<file path="src/rtl/bcd_disp_scan.sv">
// ---------------------------------------------------------------------------
// bcd_disp_scan
//   Time-multiplexed 4-digit seven-segment driver. Lights one digit at a time
//   from a free-running refresh counter, shows hex values 0-F, and supports
//   leading-zero blanking and whole-display blink. The digit inputs are
//   snapshotted once per frame, so a value that changes mid-frame never tears.
//
// Parameters
//   N        refresh counter width; each digit is lit for 2^(N-2) cycles
//   BLINK_W  frame counter width; blink period is 2^BLINK_W frames
//
// Ports
//   clk       in   system clock, rising edge
//   reset     in   synchronous active-high reset
//   d3..d0    in   digit values (d3 most significant)
//   dp_in     in   decimal-point request per digit (bit i = digit i)
//   blank_lz  in   blank leading zeros on digits 3..1
//   blink     in   flash the whole display
//   an        out  anode enables, active low (an[i] = digit i)
//   sseg      out  segments, active low {dp,g,f,e,d,c,b,a}
//   frame     out  one-cycle pulse on the last cycle of each frame
// ---------------------------------------------------------------------------
module bcd_disp_scan #(
    parameter int N       = 18,
    parameter int BLINK_W = 4
) (
    input  logic       clk,
    input  logic       reset,
    input  logic [3:0] d3,
    input  logic [3:0] d2,
    input  logic [3:0] d1,
    input  logic [3:0] d0,
    input  logic [3:0] dp_in,
    input  logic       blank_lz,
    input  logic       blink,
    output logic [3:0] an,
    output logic [7:0] sseg,
    output logic       frame
);

    logic [N-1:0]       q_q;
    logic [BLINK_W-1:0] blink_cnt_q;
    logic [15:0]        shadow_q;     // digit i lives at [4*i +: 4]
    logic [3:0]         shadow_dp_q;
    logic [3:0]         an_q;
    logic [7:0]         sseg_q;
    logic               frame_q;

    logic [3:0]         an_d;
    logic [7:0]         sseg_d;
    logic               frame_d;

    logic [1:0]         sel;
    logic               wrap;
    logic [3:0]         digit_cur;
    logic [6:0]         seg7;
    logic [3:0]         lz_blank;
    logic               dark;

    assign sel       = q_q[N-1:N-2];
    assign wrap      = (q_q == {N{1'b1}});
    assign digit_cur = shadow_q[{sel, 2'b00} +: 4];

    // A digit is a leading zero when it and every more significant digit
    // are zero. Digit 0 always shows, so a value of 0 still displays "0".
    assign lz_blank[0] = 1'b0;
    genvar gi;
    generate
        for (gi = 1; gi < 4; gi++) begin : g_lz
            assign lz_blank[gi] = blank_lz && (shadow_q[15:4*gi] == '0);
        end
    endgenerate

    always_comb begin
        seg7 = 7'b1111111;
        case (digit_cur)
            4'h0: seg7 = 7'b1000000;
            4'h1: seg7 = 7'b1111001;
            4'h2: seg7 = 7'b0100100;
            4'h3: seg7 = 7'b0110000;
            4'h4: seg7 = 7'b0011001;
            4'h5: seg7 = 7'b0010010;
            4'h6: seg7 = 7'b0000010;
            4'h7: seg7 = 7'b1111000;
            4'h8: seg7 = 7'b0000000;
            4'h9: seg7 = 7'b0010000;
            4'hA: seg7 = 7'b0001000;
            4'hB: seg7 = 7'b0000011;
            4'hC: seg7 = 7'b1000110;
            4'hD: seg7 = 7'b0100001;
            4'hE: seg7 = 7'b0000110;
            4'hF: seg7 = 7'b0001110;
            default: seg7 = 7'b1111111;
        endcase
    end

    always_comb begin
        dark    = lz_blank[sel] || (blink && blink_cnt_q[BLINK_W-1]);
        an_d    = dark ? 4'b1111 : ~(4'b0001 << sel);
        sseg_d  = dark ? 8'hFF : {~shadow_dp_q[sel], seg7};
        // Registered pulse lands on the cycle where the counter sits at its
        // terminal value, i.e. the same cycle as the snapshot edge.
        frame_d = (q_q == {{(N-1){1'b1}}, 1'b0});
    end

    always_ff @(posedge clk) begin
        if (reset) begin
            q_q         <= '0;
            blink_cnt_q <= '0;
            shadow_q    <= '0;
            shadow_dp_q <= '0;
            an_q        <= 4'b1111;
            sseg_q      <= 8'hFF;
            frame_q     <= 1'b0;
        end else begin
            q_q     <= q_q + 1'b1;
            an_q    <= an_d;
            sseg_q  <= sseg_d;
            frame_q <= frame_d;
            if (wrap) begin
                shadow_q    <= {d3, d2, d1, d0};
                shadow_dp_q <= dp_in;
                blink_cnt_q <= blink_cnt_q + 1'b1;
            end
        end
    end

    assign an    = an_q;
    assign sseg  = sseg_q;
    assign frame = frame_q;

endmodule

</file>
<file path="config.mk">
export PLATFORM = sky130hd
export DESIGN_NAME = bcd_disp_scan
export DESIGN_NICKNAME = d
export VERILOG_FILES = /design/src/rtl/bcd_disp_scan.sv
export SDC_FILE = /design/constraint.sdc
export NUM_CORES = 1
export LEC_CHECK = 0
export CAP_MARGIN = 15
export CORE_AREA = 3 3 77 94
export CTS_CLUSTER_DIAMETER = 50
export DETAILED_ROUTE_END_ITERATION = 10
export DIE_AREA = 0 0 80 97
export DONT_BUFFER_PORTS = 1
export SLEW_MARGIN = 5
export SYNTH_ARGS = -nofsm -noshare
export SYNTH_HDL_FRONTEND = slang
export SYNTH_SLANG_ARGS = --single-unit
export TNS_END_PERCENT = 20
</file>
<file path="constraint.sdc">
create_clock -name clk -period 4.5 [get_ports clk]
set_input_delay 0.9 -clock clk [delete_from_list [all_inputs] [get_ports clk]]
set_output_delay 0.9 -clock clk [all_outputs]
set_load 0.03 [all_outputs]
</file>
==> results of run 1 <==
per-layer routing:
layer / vias up / GRT usage [%] / routed length [µm]
met5: - / 0 / 0
met3: 7 / 3.91 / 243
met1: 863 / 18.8 / 2440
met4: 0 / 5.07 / 99
li1: 968 / - / -
met2: 43 / 20.4 / 2340
per-stage QoR:
stage | utilization (%) | cell area (µm²)
after floorplan | - | 2530
after global placement | 40.3 | 2580
after detailed placement | 40.3 | 2580
after CTS | 41.7 | 2670
after global routing | 41.7 | 2670
final | 41.7 | 2670
worst paths after layout:
kind,start,to,cells past startpoint
max,q_q[16]$_SDFF_PP0_,blink_cnt_q[3]$_SDFFE_PP0N_,4
min,shadow_dp_q[1]$_SDFFE_PP0N_,shadow_dp_q[1]$_SDFFE_PP0N_,2
max reg2reg,q_q[16]$_SDFF_PP0_,blink_cnt_q[3]$_SDFFE_PP0N_,4
min reg2reg,shadow_dp_q[1]$_SDFFE_PP0N_,shadow_dp_q[1]$_SDFFE_PP0N_,2
cell usage after synthesis (6+ instances only):
| master | count |
|---|---|
| dfxtp_1 | 55 |
| buf_2 | 7 |
| ha_1 | 9 |
| nor3_1 | 7 |
| inv_1 | 7 |
| a21oi_1 | 23 |
| nand2_1 | 8 |
| nor2_1 | 21 |
| xnor2_1 | 9 |
| nor4_1 | 6 |
| o21ai_0 | 24 |
| xor2_1 | 8 |
| clkbuf_1 | 9 |
| mux2i_1 | 6 |
| nand3_1 | 33 |
layout make-up:
cell class | count | area [µm²]
timing repair buffer | 2 | 15.0
clock buffer | 5 | 68.8
clock inverter | 3 | 25.0
inverter | 7 | 26.3
sequential | 55 | 1100
multi-input combinational | 197 | 1330
fill | 670 | 3730
tap | 85 | 106
power by group through the flow:
stage	clock [µW]	sequential [µW]	combinational [µW]
4_1_cts	290	503	10.9
6_report	277	503	10.6
3_3_place_gp	0	514	10.5
5_1_grt	308	504	12.9
2_1_floorplan	0	514	14.4
3_5_place_dp	0	514	10.8
logic make-up after synthesis:
| family | share of synthesized area, % |
|---|---|
| adders and majority gates | 4.44 |
| AOI/OAI and AO/OA | 13.2 |
| buffers and inverters | 4.25 |
| xor gates and xnor gates | 5.88 |
| DFF | 43.5 |
| and+or+nand+nor | 19.7 |
| muxes | 9.04 |
registers in the layout, summed over array words and instances, names as in the netlist:
register / cells
frame: 1
shadow_dp_q: 4
shadow_q: 16
sseg: 8
q_q: 18
an: 4
blink_cnt_q: 4
worst min-delay path: stages (launching register included):
cell     delay, ns
dfxtp_1       0.33
o21ai_0       0.07
a21oi_1       0.06
==> out/metrics.csv, run 1 <==
metric;value;unit
DRT antenna net count;0;
Static Leak;0.000902;µW
share of synthesized registers carrying an async set or reset;0;%
Yosys cell types;41;
Setup Buffers After CTS;0;
final setup fails;0;
Flop pwr share;63.7;%
Antenna diodes;0;
fin. max-slew vios;0;
MaxCap Viol Count;0;
NumNets Final;301;
P_sw;181;µW
clk sinks;55;
post-cts sizing count;0;
CP Class;register to register;
WHS;0.480;ns
Worst Clk Skew;0.0117;ns
EDFF count, synth;0;
1st-iter DRT viols;91;
CP Buf/Inv Count;0;
Fin. Hold Viols;0;
setup ws final;2.17;ns
Synth Flop Type;dfxtp_1;
Critical Path, Cell by Cell;nand2_1 -> or3_1 -> nor3_1 -> mux2_1;
CTS Buf Count;5;
RePlAce Congestion;0.797;
max_slew headroom;38.9;%
max incr delay on CP;0.75;ns
CP Data Arrival Time;2.53;ns
Sum Neg Setup Slack;0;ns
Die Footprint;7760;µm²
Row Count;32;
detailed-route via count;1881;
largest cells by area after synthesis;dfxtp_1, nand3_1, o21ai_0;
Crit path max-delay family;simple AND/OR/NAND/NOR gates;
mean post-synth cell area;9.11;µm²
Mapped Area;2530;µm²
sequential area share after synthesis;43.5;%
P per Cell Area;296;nW/µm²
Slew @ Worst Pin;0.905;ns
detailed-router iteration count before antenna repair;4;
Pint;609;µW
Routed WL per cell;14.5;µm
all-layer global routing usage;13.8;%
CTS Buffer Depth;2;
Fmax achieved;0.429;GHz
Power Total;790;µW
Gate Count Post-Synth;278;
DP HPWL;3630;µm
core footprint;6410;µm²
share of post-route cells with drive strength above 1;8.55;%
commonest non-fill, non-tap cells in the layout;dfxtp_1, nand3_1, o21ai_0;
Yosys top cell area share;43.5;%
hold_buf cts;0;
initial antenna violation count;0;
Initial Utilization;39.6;%
Yosys reg bits;55;
crit path max fanout;25;
cell at the root of the clock tree;clkbuf_8;
largest net degree at the start of global routing;49;
WL final;5120;µm
most common cell after layout, fill and taps aside;dfxtp_1;
clock slew at reported path FFs;0.11;ns
min Tclk post-route;2.33;ns
reg2reg setup slack;2.17;ns
worst slack at placement;2.12;ns
crit path launch type;register;
unrepaired setup endpoints after global routing;no;
vias in the first global route;1758;
io pins;37;
switch share;22.9;%
CP required;4.70;ns
post-placement cell count;346;
first-pass GRT wire length;8560;µm
Die Ht;97;µm
Mapped Nets;311;
Gate power share;1.3;%
IO buf count;0;
Clock power frac;35.0;%
CP endpoint kind;register;
Min-Delay Path Class;register to register;
worst-skew pair later-pin latency;0.31;ns
status;finished, final reports clean;
worst vdd rail ir drop;125;µV
# DRC;0;
Synthesis Warnings;0;
Chip Width;80;µm
Vias per Instance;5.31;
gr ovfl total;0;
CTS tree;done;
fin crit share;51.8;%
critical path's slowest cell;dfxtp_1;
Area growth, synth to finish;5.48;%
post-synth top area cell;dfxtp_1;
Post-Layout Cell Count;354;
H-tree levels;2;
No activity file was read; power rests on OpenSTA's default activity.
==> run 2: changes to the inputs <==
==> constraint.sdc (replaced) <==
create_clock -name clk -period 2.2 [get_ports clk]
set_input_delay 0.44 -clock clk [delete_from_list [all_inputs] [get_ports clk]]
set_output_delay 0.44 -clock clk [all_outputs]
set_load 0.03 [all_outputs]
==> out/metrics.csv, run 2 (synthesized netlist as in run 1, its figures left out) <==
metric;value;unit
status;finished, final reports clean;
commonest non-fill, non-tap cells in the layout;dfxtp_1, nand3_1, o21ai_0;
MaxCap Viol Count;0;
CP required;2.44;ns
Slew @ Worst Pin;0.412;ns
Initial Utilization;39.6;%
1st-iter DRT viols;97;
final setup fails;0;
detailed-router iteration count before antenna repair;4;
# DRC;0;
Worst Clk Skew;0.00406;ns
largest net degree at the start of global routing;49;
CTS Buffer Depth;2;
max incr delay on CP;0.60;ns
Largest Register;q_q;
Min-Delay Path Class;input pin to register;
Setup Buffers After CTS;0;
crit path launch type;register;
RePlAce Congestion;0.778;
detailed-route via count;1970;
WL final;5280;µm
cell at the root of the clock tree;clkbuf_8;
Power Total;1730;µW
DRT antenna net count;0;
Chip Width;80;µm
critical path's slowest cell;mux4_2;
Die Ht;97;µm
P per Cell Area;626;nW/µm²
max_slew headroom;72.3;%
CP Class;register to register;
Static Leak;0.000958;µW
NumNets Final;310;
post-placement cell count;355;
gr ovfl total;0;
IO buf count;0;
hold_buf cts;0;
post-cts sizing count;0;
Fmax achieved;0.536;GHz
worst vdd rail ir drop;253;µV
Fin. Hold Viols;0;
core footprint;6410;µm²
worst-skew pair later-pin latency;0.31;ns
CP endpoint kind;register;
fin. max-slew vios;0;
Die Footprint;7760;µm²
fin crit share;84.8;%
all-layer global routing usage;14.3;%
unrepaired setup endpoints after global routing;no;
first-pass GRT wire length;8870;µm
Area growth, synth to finish;8.89;%
Row Count;32;
CP Data Arrival Time;2.11;ns
Post-Layout Cell Count;363;
io pins;37;
Critical Path, Cell by Cell;mux4_2 -> inv_1 -> ha_1 -> o211a_1 -> o21ai_0;
clock slew at reported path FFs;0.10;ns
vias in the first global route;1831;
share of post-route cells with drive strength above 1;11.5;%
most common cell after layout, fill and taps aside;dfxtp_1;
max reg flops;18;
Sum Neg Setup Slack;0;ns
DP HPWL;3840;µm
CTS Buf Count;5;
H-tree levels;2;
min Tclk post-route;1.87;ns
CTS tree;done;
Antenna diodes;0;
Vias per Instance;5.43;
crit path max fanout;5;
initial antenna violation count;0;
Routed WL per cell;14.5;µm
clk sinks;55;
## run 2: cell types whose count changed in the layout (fill, tap and decap cells not counted)
cell / delta
bufinv_16: +1
clkinv_4: -1
clkinv_2: +1
buf_4: +9
clkinvlp_4: -1
## run 2: metrics by stage
stage	util (%)	cell area, µm²	hold slack (ns)	worst slack [ns]
after floorplan	-	2530	0.441	0.344
final	43.1	2760	0.191	0.335
after CTS	43.1	2760	0.178	0.329
after global placement	41.3	2650	0.458	0.373
after global routing	43.1	2760	0.169	0.163
after detailed placement	41.3	2650	0.464	0.343
## run 2: path summary, 6_finish.rpt
path / end / slack [ns] / cells after the start / startpoint
worst max-delay path: sseg[3]$_SDFF_PP1_ / 0.33 / 5 / q_q[17]$_SDFF_PP0_
worst min register to register: shadow_dp_q[0]$_SDFFE_PP0N_ / 0.48 / 2 / shadow_dp_q[0]$_SDFFE_PP0N_
worst max register to register: sseg[3]$_SDFF_PP1_ / 0.33 / 5 / q_q[17]$_SDFF_PP0_
worst min-delay path: q_q[8]$_SDFF_PP0_ / 0.19 / 1 / reset
## run 2: layout make-up
class / count / area [µm²]
tap: 85 / 106
timing repair buffer: 11 / 82.6
inverter: 7 / 26.3
fill: 659 / 3650
sequential: 55 / 1100
multi-input combinational: 197 / 1330
clock buffer: 5 / 68.8
clock inverter: 3 / 43.8
## run 2: report_power, final
part | leakage (µW) | internal (µW) | switching, µW | total, µW
logic | 0.000454 | 11.6 | 12.8 | 24.4
registers | 0.000446 | 1010 | 22.1 | 1030
clock network | 0.0000581 | 339 | 335 | 674
total | 0.000958 | 1360 | 370 | 1730
## run 2: worst max-delay path, delay by kind of cell, from the launching register on
family | cells | cell delay, ns
buffers and inverters | 1 | 0.16
multiplexers | 1 | 0.60
flip-flops | 1 | 0.44
adder cells (fa/ha/maj) | 1 | 0.26
AO/OA/AOI/OAI | 2 | 0.34
## run 2: routing by layer
metal	up-vias	GRT usage, %	routed length [µm]	part of all wire [%]
met5	-	0	0	0
met4	0	4.29	69	1.3
met3	6	2.98	239	4.5
met2	46	21.7	2420	46
met1	928	20.1	2540	48
li1	990	-	-	-
==> run 3: changes to the inputs <==
==> constraint.sdc (replaced) <==
create_clock -name clk -period 1.9 [get_ports clk]
set_input_delay 0.38 -clock clk [delete_from_list [all_inputs] [get_ports clk]]
set_output_delay 0.38 -clock clk [all_outputs]
set_load 0.03 [all_outputs]
==> out/metrics.csv, run 3 (synthesized netlist as in run 1, its figures left out) <==
metric;value;unit
Post-Layout Cell Count;370;
core footprint;6410;µm²
max_slew headroom;71.2;%
clock slew at reported path FFs;0.10;ns
CP Class;register to register;
1st-iter DRT viols;124;
cell at the root of the clock tree;clkbuf_8;
initial antenna violation count;0;
WL final;5300;µm
detailed-router iteration count before antenna repair;4;
Min-Delay Path Class;input pin to register;
IO buf count;0;
max reg flops;18;
first-pass GRT wire length;9000;µm
post-cts sizing count;0;
Largest Register;q_q;
CP endpoint kind;register;
CP required;2.10;ns
Static Leak;0.000982;µW
share of post-route cells with drive strength above 1;14.7;%
vias in the first global route;1860;
most common cell after layout, fill and taps aside;dfxtp_1;
Die Ht;97;µm
worst vdd rail ir drop;284;µV
clk sinks;55;
# DRC;0;
CTS Buf Count;5;
# fillers;633;
status;finished, final reports clean;
P per Cell Area;670;nW/µm²
Worst Clk Skew;0.0145;ns
post-placement cell count;362;
Area growth, synth to finish;10.6;%
MaxCap Viol Count;0;
crit path max fanout;6;
hold_buf cts;0;
fin. max-slew vios;0;
largest net degree at the start of global routing;49;
WHS;0.125;ns
min Tclk post-route;1.79;ns
commonest non-fill, non-tap cells in the layout;dfxtp_1, nand3_1, o21ai_0;
Setup Buffers After CTS;0;
fin crit share;94.1;%
DRT antenna net count;0;
hold path depth;1;
io pins;37;
crit path launch type;register;
DP HPWL;3900;µm
Fmax achieved;0.559;GHz
CP Data Arrival Time;1.99;ns
Vias per Instance;5.39;
Initial Utilization;39.6;%
Slew @ Worst Pin;0.428;ns
H-tree levels;2;
worst slack at placement;0.102;ns
Antenna diodes;0;
Fin. Hold Viols;0;
Chip Width;80;µm
unrepaired setup endpoints after global routing;yes;
setup ws final;0.112;ns
Row Count;32;
Die Footprint;7760;µm²
CTS tree;done;
worst-skew pair later-pin latency;0.31;ns
final setup fails;0;
R2R depth;5;
NumNets Final;317;
Routed WL per cell;14.3;µm
CTS Buffer Depth;2;
RePlAce Congestion;0.830;
all-layer global routing usage;14.4;%
detailed-route via count;1994;
gr ovfl total;0;
[run 3: cell types whose count changed in the layout (fill, tap and decap cells not counted), sizes merged]
cell	change
inv	+2
clkinv	-1
bufinv	-1
buf	+7
[run 3: path summary, 6_finish.rpt]
| kind | startpoint | endpoint | slack, ns |
|---|---|---|---|
| worst max-delay path | q_q[16]$_SDFF_PP0_ | sseg[3]$_SDFF_PP1_ | 0.11 |
| worst min-delay path | reset | q_q[1]$_SDFF_PP0_ | 0.13 |
| worst max register to register | q_q[16]$_SDFF_PP0_ | sseg[3]$_SDFF_PP1_ | 0.11 |
| worst min register to register | q_q[0]$_SDFF_PP0_ | q_q[0]$_SDFF_PP0_ | 0.48 |
[run 3: metal layers]
| layer | wire length (µm) | track usage [%] |
|---|---|---|
| met5 | 0 | 0 |
| met4 | 101 | 4.55 |
| met3 | 285 | 3.63 |
| met2 | 2490 | 22.2 |
| met1 | 2420 | 19.5 |
[run 3: report_power, final]
| group | internal [µW] | total [µW] | switching (µW) |
|---|---|---|---|
| clock network | 267 | 657 | 389 |
| logic | 14.6 | 29.0 | 14.3 |
| registers | 1170 | 1190 | 25.6 |
| total | 1450 | 1880 | 429 |
[run 3: area by class of cell]
type	count	area, µm²	area share (%)
multi-input combinational	197	1340	47.7
sequential	55	1100	39.3
inverter	7	26.3	0.938
timing repair buffer	18	139	4.96
tap	85	106	3.80
clock inverter	3	22.5	0.804
clock buffer	5	68.8	2.46
[run 3: critical path, cell delays in order (launching register included)]
cell and delay, ns:
dfxtp_1 0.39, mux4_2 0.60, ha_1 0.28, and2_1 0.15, a211oi_1 0.18, o21ai_0 0.10
[run 3: metrics by stage]
stage / cell area (µm²) / TNS [ns] / utilization (%) / total power [µW]
6_report: 2800 / 0 / 43.7 / 1880
4_1_cts: 2790 / 0 / 43.6 / 1910
3_3_place_gp: 2700 / 0 / 42.1 / 1250
3_5_place_dp: 2700 / 0 / 42.1 / 1250
5_1_grt: 2800 / -0.0299 / 43.7 / 1970
2_1_floorplan: 2530 / 0 / - / 1250
